$ cat config.mk
export PLATFORM = sky130hd
export DESIGN_NAME = frame_reducer_flat
export DESIGN_NICKNAME = d
export VERILOG_FILES = /design/src/rtl/frame_reducer_if.sv /design/src/rtl/frame_reducer.sv /design/src/flat_wrapper.sv
export SDC_FILE = /design/constraint.sdc
export NUM_CORES = 2
export LEC_CHECK = 0
export ABC_AREA = 0
export BUFFER_PORTS_ARGS = -buffer_cell sky130_fd_sc_hd__buf_4
export CORE_MARGIN = 3
export CORE_UTILIZATION = 55
export DETAILED_ROUTE_END_ITERATION = 10
export GPL_ROUTABILITY_DRIVEN = 0
export HOLD_SLACK_MARGIN = 0.12
export PLACE_DENSITY_LB_ADDON = 0.3
export RECOVER_POWER = 25
export SYNTH_ARGS = -nofsm -noshare
export SYNTH_HDL_FRONTEND = slang
export SYNTH_SLANG_ARGS = --single-unit
$ cat constraint.sdc
create_clock -name clk -period 3.86 [get_ports clk]
set_clock_uncertainty 0.05 [all_clocks]
set_input_delay 0 -clock clk [delete_from_list [all_inputs] [get_ports clk]]
set_output_delay 0 -clock clk [all_outputs]
set_load 0.02 [all_outputs]
$ cat src/rtl/frame_reducer_if.sv
// Stream bundle between the input buffer, the frame reducer and the packing stage.
// slave = reducer side, master = the upstream/downstream environment driving it.
interface frame_reducer_if #(
  parameter int N          = 8,
  parameter int DATA_WIDTH = 32,
  parameter int CNT_WIDTH  = 16
);
  logic                             valid_in;
  logic                             eof_in;
  logic                             op_sel;
  logic [N-1:0][DATA_WIDTH-1:0]     vector_in;
  logic                             out_ready;
  logic                             valid_out;
  logic [N-1:0][DATA_WIDTH-1:0]     vector_out;
  logic [CNT_WIDTH-1:0]             count_out;
  logic                             overflow;

  modport slave (
    input  valid_in, eof_in, op_sel, vector_in, out_ready,
    output valid_out, vector_out, count_out, overflow
  );

  modport master (
    output valid_in, eof_in, op_sel, vector_in, out_ready,
    input  valid_out, vector_out, count_out, overflow
  );
endinterface

$ cat src/rtl/frame_reducer.sv
// Per-lane SUM/MAX reduction of every vector in a frame, result parked in a one-entry output register.
// Optional FRAME_REDUCER_SAT_EN: clamp lanes to the signed DATA_WIDTH range instead of truncating.
module frame_reducer #(
  parameter int N          = 8,
  parameter int DATA_WIDTH = 32,
  parameter int ACC_WIDTH  = 40,
  parameter int CNT_WIDTH  = 16
) (
  input  logic              clk,
  input  logic              rst_n,
  frame_reducer_if.slave    bus
);

  typedef enum logic {IDLE, ACCUM} state_t;

  localparam logic [ACC_WIDTH-1:0] SAT_MAX = ACC_WIDTH'({1'b0, {(DATA_WIDTH-1){1'b1}}});
  localparam logic [ACC_WIDTH-1:0] SAT_MIN = ~SAT_MAX;

  state_t                           state_q, state_d;
  logic [N-1:0][ACC_WIDTH-1:0]      acc_q, acc_d;
  logic [CNT_WIDTH-1:0]             count_q, count_d, count_inc;
  logic                             op_q, op_d;
  logic                             finish;

  logic [N-1:0][ACC_WIDTH-1:0]      lane_ext, lane_sum, lane_max;
  logic [N-1:0][DATA_WIDTH-1:0]     lane_narrow;

  logic                             valid_q, valid_d;
  logic [N-1:0][DATA_WIDTH-1:0]     vec_q, vec_d;
  logic [CNT_WIDTH-1:0]             cnt_out_q, cnt_out_d;
  logic                             ovf_q, ovf_d;

  genvar gi;
  generate
    for (gi = 0; gi < N; gi++) begin : g_lane
      assign lane_ext[gi] = ACC_WIDTH'($signed(bus.vector_in[gi]));
      assign lane_sum[gi] = acc_q[gi] + lane_ext[gi];
      assign lane_max[gi] = ($signed(lane_ext[gi]) > $signed(acc_q[gi])) ? lane_ext[gi] : acc_q[gi];
`ifdef FRAME_REDUCER_SAT_EN
      assign lane_narrow[gi] = ($signed(acc_d[gi]) > $signed(SAT_MAX)) ? SAT_MAX[DATA_WIDTH-1:0] :
                               ($signed(acc_d[gi]) < $signed(SAT_MIN)) ? SAT_MIN[DATA_WIDTH-1:0] :
                               acc_d[gi][DATA_WIDTH-1:0];
`else
      assign lane_narrow[gi] = acc_d[gi][DATA_WIDTH-1:0];
`endif
    end
  endgenerate

  assign count_inc = (&count_q) ? count_q : count_q + CNT_WIDTH'(1);

  // The finishing beat is folded in combinationally so the result lands one cycle after EOF.
  always_comb begin
    state_d = state_q;
    acc_d   = acc_q;
    count_d = count_q;
    op_d    = op_q;
    finish  = 1'b0;
    case (state_q)
      IDLE: begin
        if (bus.valid_in) begin
          acc_d   = lane_ext;
          count_d = CNT_WIDTH'(1);
          op_d    = bus.op_sel;
          if (bus.eof_in) finish  = 1'b1;
          else            state_d = ACCUM;
        end
      end
      ACCUM: begin
        if (bus.valid_in) begin
          acc_d   = op_q ? lane_max : lane_sum;
          count_d = count_inc;
          if (bus.eof_in) begin
            finish  = 1'b1;
            state_d = IDLE;
          end
        end
      end
      default: state_d = IDLE;
    endcase
  end

  always_comb begin
    valid_d   = valid_q;
    vec_d     = vec_q;
    cnt_out_d = cnt_out_q;
    ovf_d     = ovf_q;
    if (finish) begin
      if (!valid_q || bus.out_ready) begin
        valid_d   = 1'b1;
        vec_d     = lane_narrow;
        cnt_out_d = count_d;
      end else begin
        ovf_d = 1'b1;
      end
    end else if (valid_q && bus.out_ready) begin
      valid_d = 1'b0;
    end
  end

  always_ff @(posedge clk or negedge rst_n) begin
    if (!rst_n) begin
      state_q   <= IDLE;
      acc_q     <= '0;
      count_q   <= '0;
      op_q      <= 1'b0;
      valid_q   <= 1'b0;
      vec_q     <= '0;
      cnt_out_q <= '0;
      ovf_q     <= 1'b0;
    end else begin
      state_q   <= state_d;
      acc_q     <= acc_d;
      count_q   <= count_d;
      op_q      <= op_d;
      valid_q   <= valid_d;
      vec_q     <= vec_d;
      cnt_out_q <= cnt_out_d;
      ovf_q     <= ovf_d;
    end
  end

  assign bus.valid_out  = valid_q;
  assign bus.vector_out = vec_q;
  assign bus.count_out  = cnt_out_q;
  assign bus.overflow   = ovf_q;

endmodule

$ cat src/flat_wrapper.sv
// flat-port wrapper written by rule: the top's interface ports become plain ports
module frame_reducer_flat 
#(
  parameter int N          = 8,
  parameter int DATA_WIDTH = 32,
  parameter int ACC_WIDTH  = 40,
  parameter int CNT_WIDTH  = 16
)
  (clk, rst_n, bus_valid_in, bus_eof_in, bus_op_sel, bus_vector_in, bus_out_ready, bus_valid_out, bus_vector_out, bus_count_out, bus_overflow);
  frame_reducer_if #(.N(N), .DATA_WIDTH(DATA_WIDTH), .CNT_WIDTH(CNT_WIDTH)) bus_i ();
  input  logic clk;
  input  logic rst_n;
  input wire logic [$bits(bus_i.valid_in)-1:0] bus_valid_in;
  input wire logic [$bits(bus_i.eof_in)-1:0] bus_eof_in;
  input wire logic [$bits(bus_i.op_sel)-1:0] bus_op_sel;
  input wire logic [$bits(bus_i.vector_in)-1:0] bus_vector_in;
  input wire logic [$bits(bus_i.out_ready)-1:0] bus_out_ready;
  output wire logic [$bits(bus_i.valid_out)-1:0] bus_valid_out;
  output wire logic [$bits(bus_i.vector_out)-1:0] bus_vector_out;
  output wire logic [$bits(bus_i.count_out)-1:0] bus_count_out;
  output wire logic [$bits(bus_i.overflow)-1:0] bus_overflow;
  assign bus_i.valid_in = bus_valid_in;
  assign bus_i.eof_in = bus_eof_in;
  assign bus_i.op_sel = bus_op_sel;
  assign bus_i.vector_in = bus_vector_in;
  assign bus_i.out_ready = bus_out_ready;
  assign bus_valid_out = bus_i.valid_out;
  assign bus_vector_out = bus_i.vector_out;
  assign bus_count_out = bus_i.count_out;
  assign bus_overflow = bus_i.overflow;
  frame_reducer #(.N(N), .DATA_WIDTH(DATA_WIDTH), .ACC_WIDTH(ACC_WIDTH), .CNT_WIDTH(CNT_WIDTH)) u_core (.clk(clk), .rst_n(rst_n), .bus(bus_i));
endmodule
==> impl_metrics.toml <==
[yosys]
synthAdderAreaFrac = 0.153
ys_ff_latch = 612
yosys.area_share.simple = 0.163
syn_area_um2 = 52600
synth_compound_area_frac = 0.247
synthMuxAreaShare = 0.0377
yosys.area_share.xor_xnor = 0.0428
ys.flop_type = "dfrtp_1"
synth_seq_area_share = 0.291
syn_avg_cell_area_um2 = 8.03
synth_top_family_by_area = "compound AO/OA/AOI/OAI gates"
synth-edff-count = 0
synthCells = 6555
ys.warnings.count = 0
synthArstFlopShare = 1.00
ys_types = 95
synth_fp_nets = 7458

[drt]
drt-total-wl_um = 184000
drc_errors = 0
drt_iter0_drc = 6070
antenna_left = 0
wl_per_cell_um = 21.2
dr.pass1.iters = 8
drt-vias-per-instance = 6.24
vias = 54200

[finish]
drive_gt1_frac = 0.150
areaGrowthSynthToFinish_pct = 22.6
fin_cells = 8677
final_area_um2 = 64500
fin_util = 0.685
fin_nets = 8251

[cts]
clock_sinks = 612
clock_latency_ps = 660
clkSlewWorstSetupHoldPaths_ps = 70
cts_tree = "done"
clockRootBuffer = "clkbuf_16"
ctsLongestPathBuffers = 3
cts_inserted_buffers = 73
htree_levels = 3

[worst_hold_path]
whs_endpoint = "u_core.bus.vector_out[70]"
hold_class = "in2reg"
holdCritStartpoint = "bus_vector_in[70]"
min_path_cells = 4

[power_and_ir_drop]
p_switching_mw = 24.5
swShare = 0.480
p_leak_nw = 30.2
p_total_mw = 51.0
power.internal_mw = 26.5
pwr-share-clk = 0.139
combPwrFrac = 0.639
irDropWorstVdd_mv = 0.598
p_per_area_nw_per_um2 = 791
seq_power_share = 0.223

[worst_setup_path]
r2r_cells = 13
cp.required_ps = 4310
reg2reg_to = "u_core.acc_q[318]"
rrSetupSlack_ps = 120
path_class = "reg2reg"
critPathLaunchType = "register"
critical_path.endpoint_type = "register"
r2r_start = "u_core.acc_q[288]"
cp_max_fo = 7
cp_data_arrival_time_ps = 4190

[die]
ios = 536
core-area_um2 = 94200
die_w_um = 315
die_area_um2 = 99500
die_h_um = 315
start_util = 0.559
placementRows = 112

[placement]
hpwl_um = 129000
port_buffers = 535
dpl.cell_count = 8243
place_area_um2 = 59000

[sta]
hold_ws_ps = 158
fin_crit_ps = 3740
fmax_ghz = 0.267
period_share = 0.970
hold_viol = 0
worstMarginPinSlew_ps = 2080
rsz0062_at_grt = "true"
slew_headroom = -0.387
slew_violations = 270
setup-violations-final = 0

[outcome]
violations = "max-capacitance violations, max-slew violations"
outcome = "finished with violations"

[global_routing]
grt_antenna_before_repair = 23
grt_pass1_wl_um = 284000
grt_overflow = 0
grt_pass1_vias = 52700
track_usage = 0.353
grt_max_degree = 163

[job]
maxCapViolCount = 4
-- registers in the layout, summed over array words and instances, names as in the netlist, named ones only --
register	cells
u_core.acc_q	320
u_core.bus.vector_out	256
u_core.bus.count_out	16
u_core.count_q	16
u_core.bus.overflow	1
u_core.bus.valid_out	1
u_core.op_q	1
-- per-stage QoR --
stage,setup WS [ps],setup TNS [ps]
after floorplan,442,0
after global placement,80.7,0
after detailed placement,-4.38,-4.41
after CTS,52.4,0
after global routing,-152,-669
final,115,0
-- critical path: stages (launching register included) --
cell and delay, ps:
dfrtp_1 400, inv_1 80, ha_1 400, nor4_2 460
o21ai_0 170, o21ai_1 200, nor2_1 120, o31ai_1 210
buf_4 180, a21oi_1 100, o31ai_1 660, a21boi_0 250
xnor2_1 180, o221ai_1 120
-- how the worst max path moves through the flow --
stage / startpoint / end / slack, ps / depth (start not counted)
after floorplan: u_core.acc_q[181] / u_core.acc_q[191] / 440 / 14
after global placement: u_core.acc_q[180] / u_core.acc_q[199] / 80 / 12
after detailed placement: u_core.acc_q[180] / u_core.acc_q[199] / -4 / 12
after CTS: u_core.acc_q[210] / u_core.acc_q[209] / 50 / 14
after global routing: u_core.acc_q[288] / u_core.acc_q[310] / -150 / 15
final: u_core.acc_q[288] / u_core.acc_q[318] / 120 / 13
-- cells by family (layout without fill, tap and decap cells) --
logic type               Yosys count  count (layout)
AO/OA/AOI/OAI                   2060            2060
XOR/XNOR                         257             257
adder cells (fa/ha/maj)          641             641
buffers and inverters            912            1759
flip-flops                       612             612
multiplexers                     183             183
other                              0              21
AND/OR/NAND/NOR                 1890            1890
-- routing by layer --
layer	up-vias	global-route usage	routed length [um]
met5	-	0	73
met4	10	0.178	10400
met3	662	0.0663	15900
met2	2784	0.565	82300
met1	25800	0.457	75000
li1	24900	-	-
-- power by group through the flow --
stage	Sequential (mW)	Combinational, mW	Clock (mW)
2_1_floorplan	12.2	20.1	0
3_3_place_gp	11.2	30.2	0
3_5_place_dp	11.3	30.8	0
4_1_cts	11.3	31.4	7.19
5_1_grt	11.7	35.5	7.39
6_report	11.4	32.6	7.08
-- cells in the mapped netlist (all sizes together), types with 68 or more instances --
master	number	area share
nand3	113	0.011
clkbuf	275	0.020
xnor2	209	0.035
ha	633	0.15
o21bai	84	0.012
inv	588	0.042
a21oi	644	0.061
nor2b	89	0.011
o22ai	141	0.017
a31oi	85	0.010
a21o	72	0.010
nor2	644	0.046
nand4	69	0.0082
dfrtp	612	0.29
nor3	120	0.011
mux2	109	0.023
o31ai	83	0.012
mux2i	74	0.014
a22oi	68	0.0097
nand2	592	0.042
o21ai	457	0.043
-- placed cells by master, fill, tap and decap left out, types with 26 or more instances in the layout --
cell           instances
nand3_1              111
o21bai_1              83
o21ai_0              436
nand2b_1              55
nor3_1               117
a222oi_1              31
nand2_1              589
a22oi_1               68
mux2i_1               70
a21oi_1              635
a211oi_1              34
ha_1                 625
o31ai_1               82
o221ai_1              26
mux2_2               109
xnor2_1              209
or3_1                 45
o211ai_1              51
nor4_1                50
buf_4                733
a21o_1                71
dlygate4sd3_1        273
a221oi_1              34
dfrtp_1              610
clkbuf_16             73
xor2_1                48
inv_1                586
nor2b_1               88
a31oi_1               84
nand4_1               69
nor2_1               635
o22ai_1              141
-- repair_timing --
| item | in CTS | in global routing |
|---|---|---|
| setup buffers | 0 | 10 |
| pin swaps | 0 | 11 |
| endpoints found under the hold margin | 1195 | 0 |
| hold buffers | 274 | 0 |
| resized for setup | 2 | 69 |
| endpoints found under the setup margin | 13 | 172 |
-- final cells by class --
class                   instances  area (um2)
diodes                         21        52.6
clock buffers                  92        1980
clock inverters                37         380
fillers                      7514       29600
inverters                     589        2220
multi-input cells            5031       34300
flip-flops and latches        612       15300
well taps                    1254        1570
repair buffers               1041        8740
Power figures use the tool's default switching activity.
